`config.mk`:
```
export PLATFORM = sky130hd
export DESIGN_NAME = mdl_req_sequencer
export DESIGN_NICKNAME = d
export VERILOG_FILES = /design/src/rtl/mdl_req_sequencer.sv
export SDC_FILE = /design/constraint.sdc
export NUM_CORES = 1
export LEC_CHECK = 0
export ABC_AREA = 1
export BUFFER_PORTS_ARGS = -buffer_cell sky130_fd_sc_hd__buf_2
export CORE_MARGIN = 10
export CORE_UTILIZATION = 53
export DETAILED_ROUTE_END_ITERATION = 10
export PLACE_DENSITY = 0.8
export SLEW_MARGIN = 20
export SYNTH_ARGS = -nofsm -noshare
export SYNTH_HDL_FRONTEND = slang
export SYNTH_SLANG_ARGS = --single-unit
```
`constraint.sdc`:
```
create_clock -name clk -period 3.2 [get_ports clk]
set_clock_uncertainty 0.05 [all_clocks]
set_input_delay 0 -clock clk [delete_from_list [all_inputs] [get_ports clk]]
set_output_delay 0 -clock clk [all_outputs]
set_load 0.01 [all_outputs]
```
`src/rtl/mdl_req_sequencer.sv`:
```
// Request sequencer for the MDL accounting unit: queues requests, issues them one at a time over a
// level req/ack handshake and reports each returned cost. Optional macro: MDL_SEQ_SKIP_ZERO_EN.
module mdl_req_sequencer #(
   parameter int DEPTH   = 8,
   parameter int TIMEOUT = 255
) (
   input  logic                       clk,
   input  logic                       rst_n,
   input  logic                       in_valid,
   output logic                       in_ready,
   input  logic [5:0]                 in_module_id,
   input  logic [31:0]                in_module_size,
   input  logic                       in_consistent,
   output logic                       mdl_req,
   output logic [5:0]                 module_id,
   output logic [31:0]                module_size,
   output logic                       module_consistent,
   input  logic                       mdl_ack,
   input  logic [31:0]                mdl_cost,
   output logic                       cost_valid,
   output logic [5:0]                 cost_id,
   output logic [31:0]                cost_value,
   output logic [$clog2(DEPTH):0]     occupancy,
   output logic [31:0]                seq_status,
   output logic                       seq_error
);

   // state  | meaning
   // S_IDLE | nothing in flight; pops the head whenever the queue is non-empty
   // S_REQ  | mdl_req high, waiting for mdl_ack=1 (or timeout)
   // S_REL  | cost captured, mdl_req low, waiting for mdl_ack=0 (or timeout)

   localparam int AW = $clog2(DEPTH);
   localparam int OW = AW + 1;
   localparam int WW = $clog2(TIMEOUT + 1);

   typedef enum logic [1:0] {S_IDLE, S_REQ, S_REL} state_t;

   state_t           state;
   logic [38:0]      mem [DEPTH];
   logic [AW-1:0]    wr_ptr;
   logic [AW-1:0]    rd_ptr;
   logic [OW-1:0]    count;
   logic [38:0]      head;
   logic             full;
   logic             empty;
   logic             push;
   logic             store;
   logic             pop;
   logic             real_cost;
   logic             wait_expired;
   logic [WW-1:0]    wait_cnt;
   logic [15:0]      issued_cnt;
   logic [7:0]       timeout_cnt;
   logic             busy;

   assign full         = (count == OW'(DEPTH));
   assign empty        = (count == '0);
   assign head         = mem[rd_ptr];
   assign pop          = (state == S_IDLE) && !empty;
   assign push         = in_valid && in_ready;
   assign real_cost    = (state == S_REQ) && mdl_ack;
   assign wait_expired = (wait_cnt == WW'(TIMEOUT - 1));
   assign busy         = (state != S_IDLE);
   assign occupancy    = count;
   assign seq_status   = {issued_cnt, timeout_cnt, 5'b0, full, empty, busy};

`ifdef MDL_SEQ_SKIP_ZERO_EN
   logic       hold_valid;
   logic [5:0] hold_id;
   logic       zero_push;

   assign zero_push = push && (in_module_size == '0);
   assign store     = push && !zero_push;
   assign in_ready  = !full && !hold_valid;
`else
   assign store     = push;
   assign in_ready  = !full;
`endif

   // Storage array carries no reset; only the pointers define validity.
   always_ff @(posedge clk) begin
      if (store) begin
         mem[wr_ptr] <= {in_consistent, in_module_size, in_module_id};
      end
   end

   always_ff @(posedge clk or negedge rst_n) begin
      if (!rst_n) begin
         wr_ptr <= '0;
         rd_ptr <= '0;
         count  <= '0;
      end else begin
         if (store) begin
            wr_ptr <= wr_ptr + AW'(1);
         end
         if (pop) begin
            rd_ptr <= rd_ptr + AW'(1);
         end
         count <= count + OW'(store) - OW'(pop);
      end
   end

   always_ff @(posedge clk or negedge rst_n) begin
      if (!rst_n) begin
         state             <= S_IDLE;
         mdl_req           <= 1'b0;
         module_id         <= '0;
         module_size       <= '0;
         module_consistent <= 1'b0;
         wait_cnt          <= '0;
         issued_cnt        <= '0;
         timeout_cnt       <= '0;
         seq_error         <= 1'b0;
      end else begin
         case (state)
            S_IDLE: begin
               if (!empty) begin
                  module_id         <= head[5:0];
                  module_size       <= head[37:6];
                  module_consistent <= head[38];
                  mdl_req           <= 1'b1;
                  wait_cnt          <= '0;
                  state             <= S_REQ;
               end
            end
            S_REQ: begin
               if (mdl_ack) begin
                  mdl_req    <= 1'b0;
                  issued_cnt <= issued_cnt + 16'd1;
                  wait_cnt   <= '0;
                  state      <= S_REL;
               end else if (wait_expired) begin
                  mdl_req     <= 1'b0;
                  seq_error   <= 1'b1;
                  timeout_cnt <= (timeout_cnt == 8'hFF) ? 8'hFF : timeout_cnt + 8'd1;
                  state       <= S_IDLE;
               end else begin
                  wait_cnt <= wait_cnt + WW'(1);
               end
            end
            S_REL: begin
               if (!mdl_ack) begin
                  state <= S_IDLE;
               end else if (wait_expired) begin
                  seq_error   <= 1'b1;
                  timeout_cnt <= (timeout_cnt == 8'hFF) ? 8'hFF : timeout_cnt + 8'd1;
                  state       <= S_IDLE;
               end else begin
                  wait_cnt <= wait_cnt + WW'(1);
               end
            end
            default: begin
               mdl_req <= 1'b0;
               state   <= S_IDLE;
            end
         endcase
      end
   end

   // Cost reporting; cost_id uses the in-flight id before any new pop can replace it.
   always_ff @(posedge clk or negedge rst_n) begin
      if (!rst_n) begin
         cost_valid <= 1'b0;
         cost_id    <= '0;
         cost_value <= '0;
`ifdef MDL_SEQ_SKIP_ZERO_EN
         hold_valid <= 1'b0;
         hold_id    <= '0;
`endif
      end else begin
         cost_valid <= 1'b0;
`ifdef MDL_SEQ_SKIP_ZERO_EN
         // A held zero result never meets a real cost: the cycle after a real cost is spent in S_REL.
         if (hold_valid) begin
            cost_valid <= 1'b1;
            cost_id    <= hold_id;
            cost_value <= '0;
            hold_valid <= 1'b0;
         end else if (real_cost) begin
            cost_valid <= 1'b1;
            cost_id    <= module_id;
            cost_value <= mdl_cost;
            if (zero_push) begin
               hold_valid <= 1'b1;
               hold_id    <= in_module_id;
            end
         end else if (zero_push) begin
            cost_valid <= 1'b1;
            cost_id    <= in_module_id;
            cost_value <= '0;
         end
`else
         if (real_cost) begin
            cost_valid <= 1'b1;
            cost_id    <= module_id;
            cost_value <= mdl_cost;
         end
`endif
      end
   end

endmodule

```
; Word-level counts from Yosys, hierarchy flattened
; Memories as Yosys holds them, arrays and structs flattened. A register that Yosys moved wholly into a read port is not among the register bits.
; Cells that the tools add are included.
[word_totals]
out_inout_bits = 117
input_bits = 75
word_cells = 73
ramBits = 312
memories = 1
regBits = 85
[mem_list]
columns = memory, depth, word_bits, rd, rd_clocked_by_memory_dff, wr, line
row1 = mem, 8, 39, 1, 1, 1, 40  ; logic [38:0] mem [DEPTH];
[classes]
n_bitwise = 2
n_addsub = 7
n_reduce_logical = 16
muxes = 26
eq_ne = 9
[op_table]
columns = op, n
row1 = two-way mux 8 bit, 8
row2 = case mux 8 bit (3 select lines), 1
row3 = adder 16 x 1 -> 16 bit (second input constant), 1
row4 = adder 8 x 1 -> 8 bit (second input constant), 2
row5 = == test 8 bit (second input constant), 2
row6 = case mux 8 bit (2 select lines), 1
row7 = two-way mux 1 bit, 9
row8 = AND reduction 3 bit, 3
row9 = two-way mux 2 bit, 4
row10 = adder 3 x 1 -> 3 bit (second input constant), 2
row11 = != test 2 bit (second input constant), 3
row12 = case mux 2 bit (3 select lines), 1
row13 = adder 4 x 1 -> 4 bit, 1
row14 = == test 4 bit (second input constant), 1
row15 = zero test 4 bit, 1
row16 = AND reduction 2 bit, 2
row17 = nonzero test 2 bit, 2
row18 = subtractor 4 x 1 -> 4 bit, 1
row19 = logical AND 1 bit, 3
row20 = zero test 1 bit, 3
row21 = != test 3 bit (second input constant), 1
row22 = case mux 1 bit (3 select lines), 1
row23 = nonzero test 3 bit, 1
row24 = == test 2 x 1 -> 1 bit (second input constant), 1
row25 = 4 further kinds, 5

; Depth between registers and ports, before layout
[logic_depth]
ltp_word = 5
depth_mapped = 12

; Least setup slack after synthesis
; No wires, ideal clock.
[synth_path]
path_kind = register -> register
start = register count[2] (netlist: occupancy[2])
end = memory mem[0][0], enable pin
required_ns = 2.715
period_less_slack_ns = 3.382
stages_incl_launch_ff = 7
path_buffers = 0
arrival_time_ns = 2.897
setup_slack_ns = -0.182
cell_sequence = dfrtp_1 inv_1 ha_1 nand3_1 nand2_1 or2_2 nor2_1
[synth_via]
elab_chain_cells = 5
[synth_lines]
columns = element, line
row1 = start: declaration, 43  ; logic [OW-1:0] count;
row2 = start signal: assignment, 100  ; count <= count + OW'(store) - OW'(pop);
row3 = == test 4 bit, 57  ; assign full = (count == OW'(DEPTH));
row4 = zero test 1 bit, 78  ; assign in_ready = !full;
row5 = via in_ready, 10  ; output logic in_ready,
row6 = logical AND 1 bit, 61  ; assign push = in_valid && in_ready;
row7 = two-way mux 1 bit, 83  ; if (store) begin
row8 = two-way mux 1 bit (not written as such), 84  ; mem[wr_ptr] <= {in_consistent, in_module_size, in_module_id};
row9 = end: declaration, 40
; The timed path passes the listed nets, and every way through them passes these cells.

; Worst setup path in the final report
[layout_path]
start = register state[1]
end = register cost_value[31]
[layout_via]
elab_chain_cells = 2
[layout_lines]
columns = element, line
row1 = start: declaration, 39  ; state_t state;
row2 = start signal: assignment, 106  ; state <= S_IDLE;
row3 = start signal: assignment, 124  ; state <= S_REQ;
row4 = start signal: assignment, 132  ; state <= S_REL;
row5 = == test 2 x 1 -> 1 bit, 62  ; assign real_cost = (state == S_REQ) && mdl_ack;
row6 = logical AND 1 bit, 62
row7 = end signal: assignment, 197  ; cost_value <= mdl_cost;
row8 = end: declaration, 22  ; output logic [31:0] cost_value,
; No other way between the ends.
; A chain may end at the register's enable or synchronous reset.

==> metrics <==
outcome finished, violations left; failing checks hold timing; R2R depth 8; Post-Layout Cell Count ~2,600; number of cell rows just under 70; First-pass DRT Iterations 7; sequential share of the synthesized area 0.667; I/O pins roughly 190; Critical Path Max Stage Delay 0.56 ns; overall die area roughly 0.043 mm²; CTS sink count between 400 and 500; Slew @ Worst Pin 0.826 ns; Finish-stage setup viols 0; most frequent cells in the layout nand2_1 (709), edfxtp_1 (312), inv_1 (287); Num CTS Buffers 45; Area growth syn-to-layout 20.2%; combinational share of power 0.334; clk_lat worst skew around 0.56 ns; Power Internal roughly 13 mW; antenna violations before repair 2; root buffer cell clkbuf_16; DIE HEIGHT between 200 and 250 µm; sw frac 0.367; Die Span X just over 200 µm; switching power roughly 7.4 mW; GRT met3 Usage 0.0432; Avg WL per Cell 17.4 µm; commonest non-fill, non-tap cell in the layout nand2_1; dpl cells around 2,500; first-pass GRT wire length 73,300 µm; met1 usage 0.262; DR vias between 10,000 and 15,000; Hold Buf Count CTS 76; Global Route Usage Sum 0.207; post-route minimum period roughly 2.6 ns; Iter 0 DRT Violations about 1,200; Std-Cell Core Area 0.0347 mm²; RSZ-0062 raised after global routing no; DP Area roughly 0.020 mm²; global route overflow 0; Buffers on Ports about 190; Routed WL around 46,000 µm; Vias/cell approximately 5.2; synthesized area per cell a little under 10 µm²; Max-cap violations 0; final setup margin a little under 0.6 ns; WHS -0.0148 ns; Static Leak ~11 nW; Critical Path Fanout Max 18; clock power share 0.270; kind of critical path reg -> reg; pre-CTS setup slack about 0.8 ns; highest clock rate about 380 MHz; gr busiest metal met2; max-slew violations 0; crit start category flop; Reg power frac 0.396; Worst setup EP type flop; CP Data Arrival Time 3.04 ns; Final GP Congestion about 0.86; pin count of the biggest net entering global routing roughly 160; worst hold path class in -> async; peak supply drop about 0.73 mV; CTS tree built; area of the mapped netlist 0.0187 mm²; Slew headroom 0.450; Worst Path Required about 3.6 ns; initial core utilization 0.539; Worst-path clk slew ~0.060 ns; power density cells between 800 and 900 mW/mm²; fin area 0.0225 mm²; capturing point of the worst reg2reg path cost_value[31]; total power roughly 20 mW; post_cts resized 0; R2R Setup Slk between 0.5 and 0.6 ns; Clock Path Buffers 3; fraction of layout cells with a size suffix above 1 0.143; Critical Path Slowest Stage Cell dlygate4sd3_1; #FFs+latches synth roughly 440; vias in the first global route ~14,000; top cell family by delay on the critical path buffers and inverters; final hold viol count 6; Final period util 0.816; Synth Warn # 0; nets@finish around 2,200; worst r2r src state[1]; Detailed Place HPWL 27,300 µm; H-tree Lvls 2; CP Buf/Inv Count 4; Synth Instances ~1,900; antenna viol nets, final 0; # DRC 0; synth unique cells 27; Cell Chain, Critical Path inv_1 -> ha_1 -> nand2_2 -> inv_1 -> buf_4 -> nand2_1 -> nand2_1 -> dlygate4sd3_1; met2 global-route usage 0.353; post-CTS setup buffers 0
logic make-up (layout without fill, tap and decap cells):
family	Yosys count	count (layout)	share of synthesized area
other	1	6	0.000201
buffers and inverters	378	669	0.0814
AND/OR/NAND/NOR	1028	1028	0.228
XOR/XNOR	14	14	0.00656
adder cells (fa/ha/maj)	17	17	0.0118
flip-flops	436	436	0.667
AO/OA/AOI/OAI	20	20	0.00535
per-layer routing:
layer	routed length, µm	vias up
li1	-	6528
met5	13	-
met2	22700	612
met3	3970	94
met1	18500	6538
met4	942	2
through the flow:
step | setup TNS (ns) | util
floorplan | -28.39 | -
detailed placement | 0 | 0.581
global route | 0 | 0.648
global placement | 0 | 0.581
finish | 0 | 0.648
CTS | 0 | 0.648
area by class of cell:
class	count	area (µm²)
clock buffers	68	1340
fillers	2529	12200
repair buffers	293	1990
flip-flops and latches	436	12500
well taps	455	569
diodes	1	2.50
clock inverters	16	218
multi-input cells	1084	4780
inverters	292	1100
cells in the mapped netlist:
cell      number  area (µm²)
nand4_1        8        50.1
o21ai_0       15        75.1
fa_1           1        20.0
xor2_1         9        78.8
dfrtp_1      124        3100
nor2_4         2        22.5
nor2_1        29         109
conb_1         1        3.75
buf_1          8        30.0
inv_2          3        11.3
nor3_1         4        20.0
nor2_2         3        18.8
nand2_2        1        6.26
edfxtp_1     312        9370
o21ai_1        1        5.00
or2_2          2        12.5
clkbuf_1      17        63.8
buf_4         11        82.6
inv_1        288        1080
xnor2_1        5        43.8
nand3b_1       3        22.5
buf_2         50         250
ha_1          16         200
nand3_1      266        1330
a21oi_1        4        20.0
clkinv_1       1        3.75
nand2_1      710        2670
worst max path at each step:
stage | to | cells after the start | from
6_report | cost_value[31] | 8 | state[1]
5_1_grt | cost_value[31] | 8 | state[1]
4_1_cts | cost_value[30] | 8 | state[1]
3_5_place_dp | mem[4][22] | 7 | occupancy[2]
3_3_place_gp | mem[4][21] | 7 | occupancy[2]
2_1_floorplan | mem[0][0] | 6 | occupancy[2]
state kept, by name, summed over array words and instances, names as in the netlist:
name	count
occupancy	4
wait_cnt	8
wr_ptr	3
cost_value	32
mem	312
issued_cnt	16
cost_valid	1
timeout_cnt	8
seq_error	1
rd_ptr	3
module_size	32
module_id	6
state	2
module_consistent	1
cost_id	6
mdl_req	1
power by group through the flow:
stage	logic [mW]	clock network, mW	registers [mW]
2_1_floorplan	4.04	0	8.11
3_3_place_gp	6.30	0	7.95
3_5_place_dp	6.54	0	8.01
4_1_cts	6.68	5.49	7.91
5_1_grt	7.42	5.72	8.04
6_report	6.69	5.40	7.93
No activity file was read; power rests on OpenSTA's default activity.
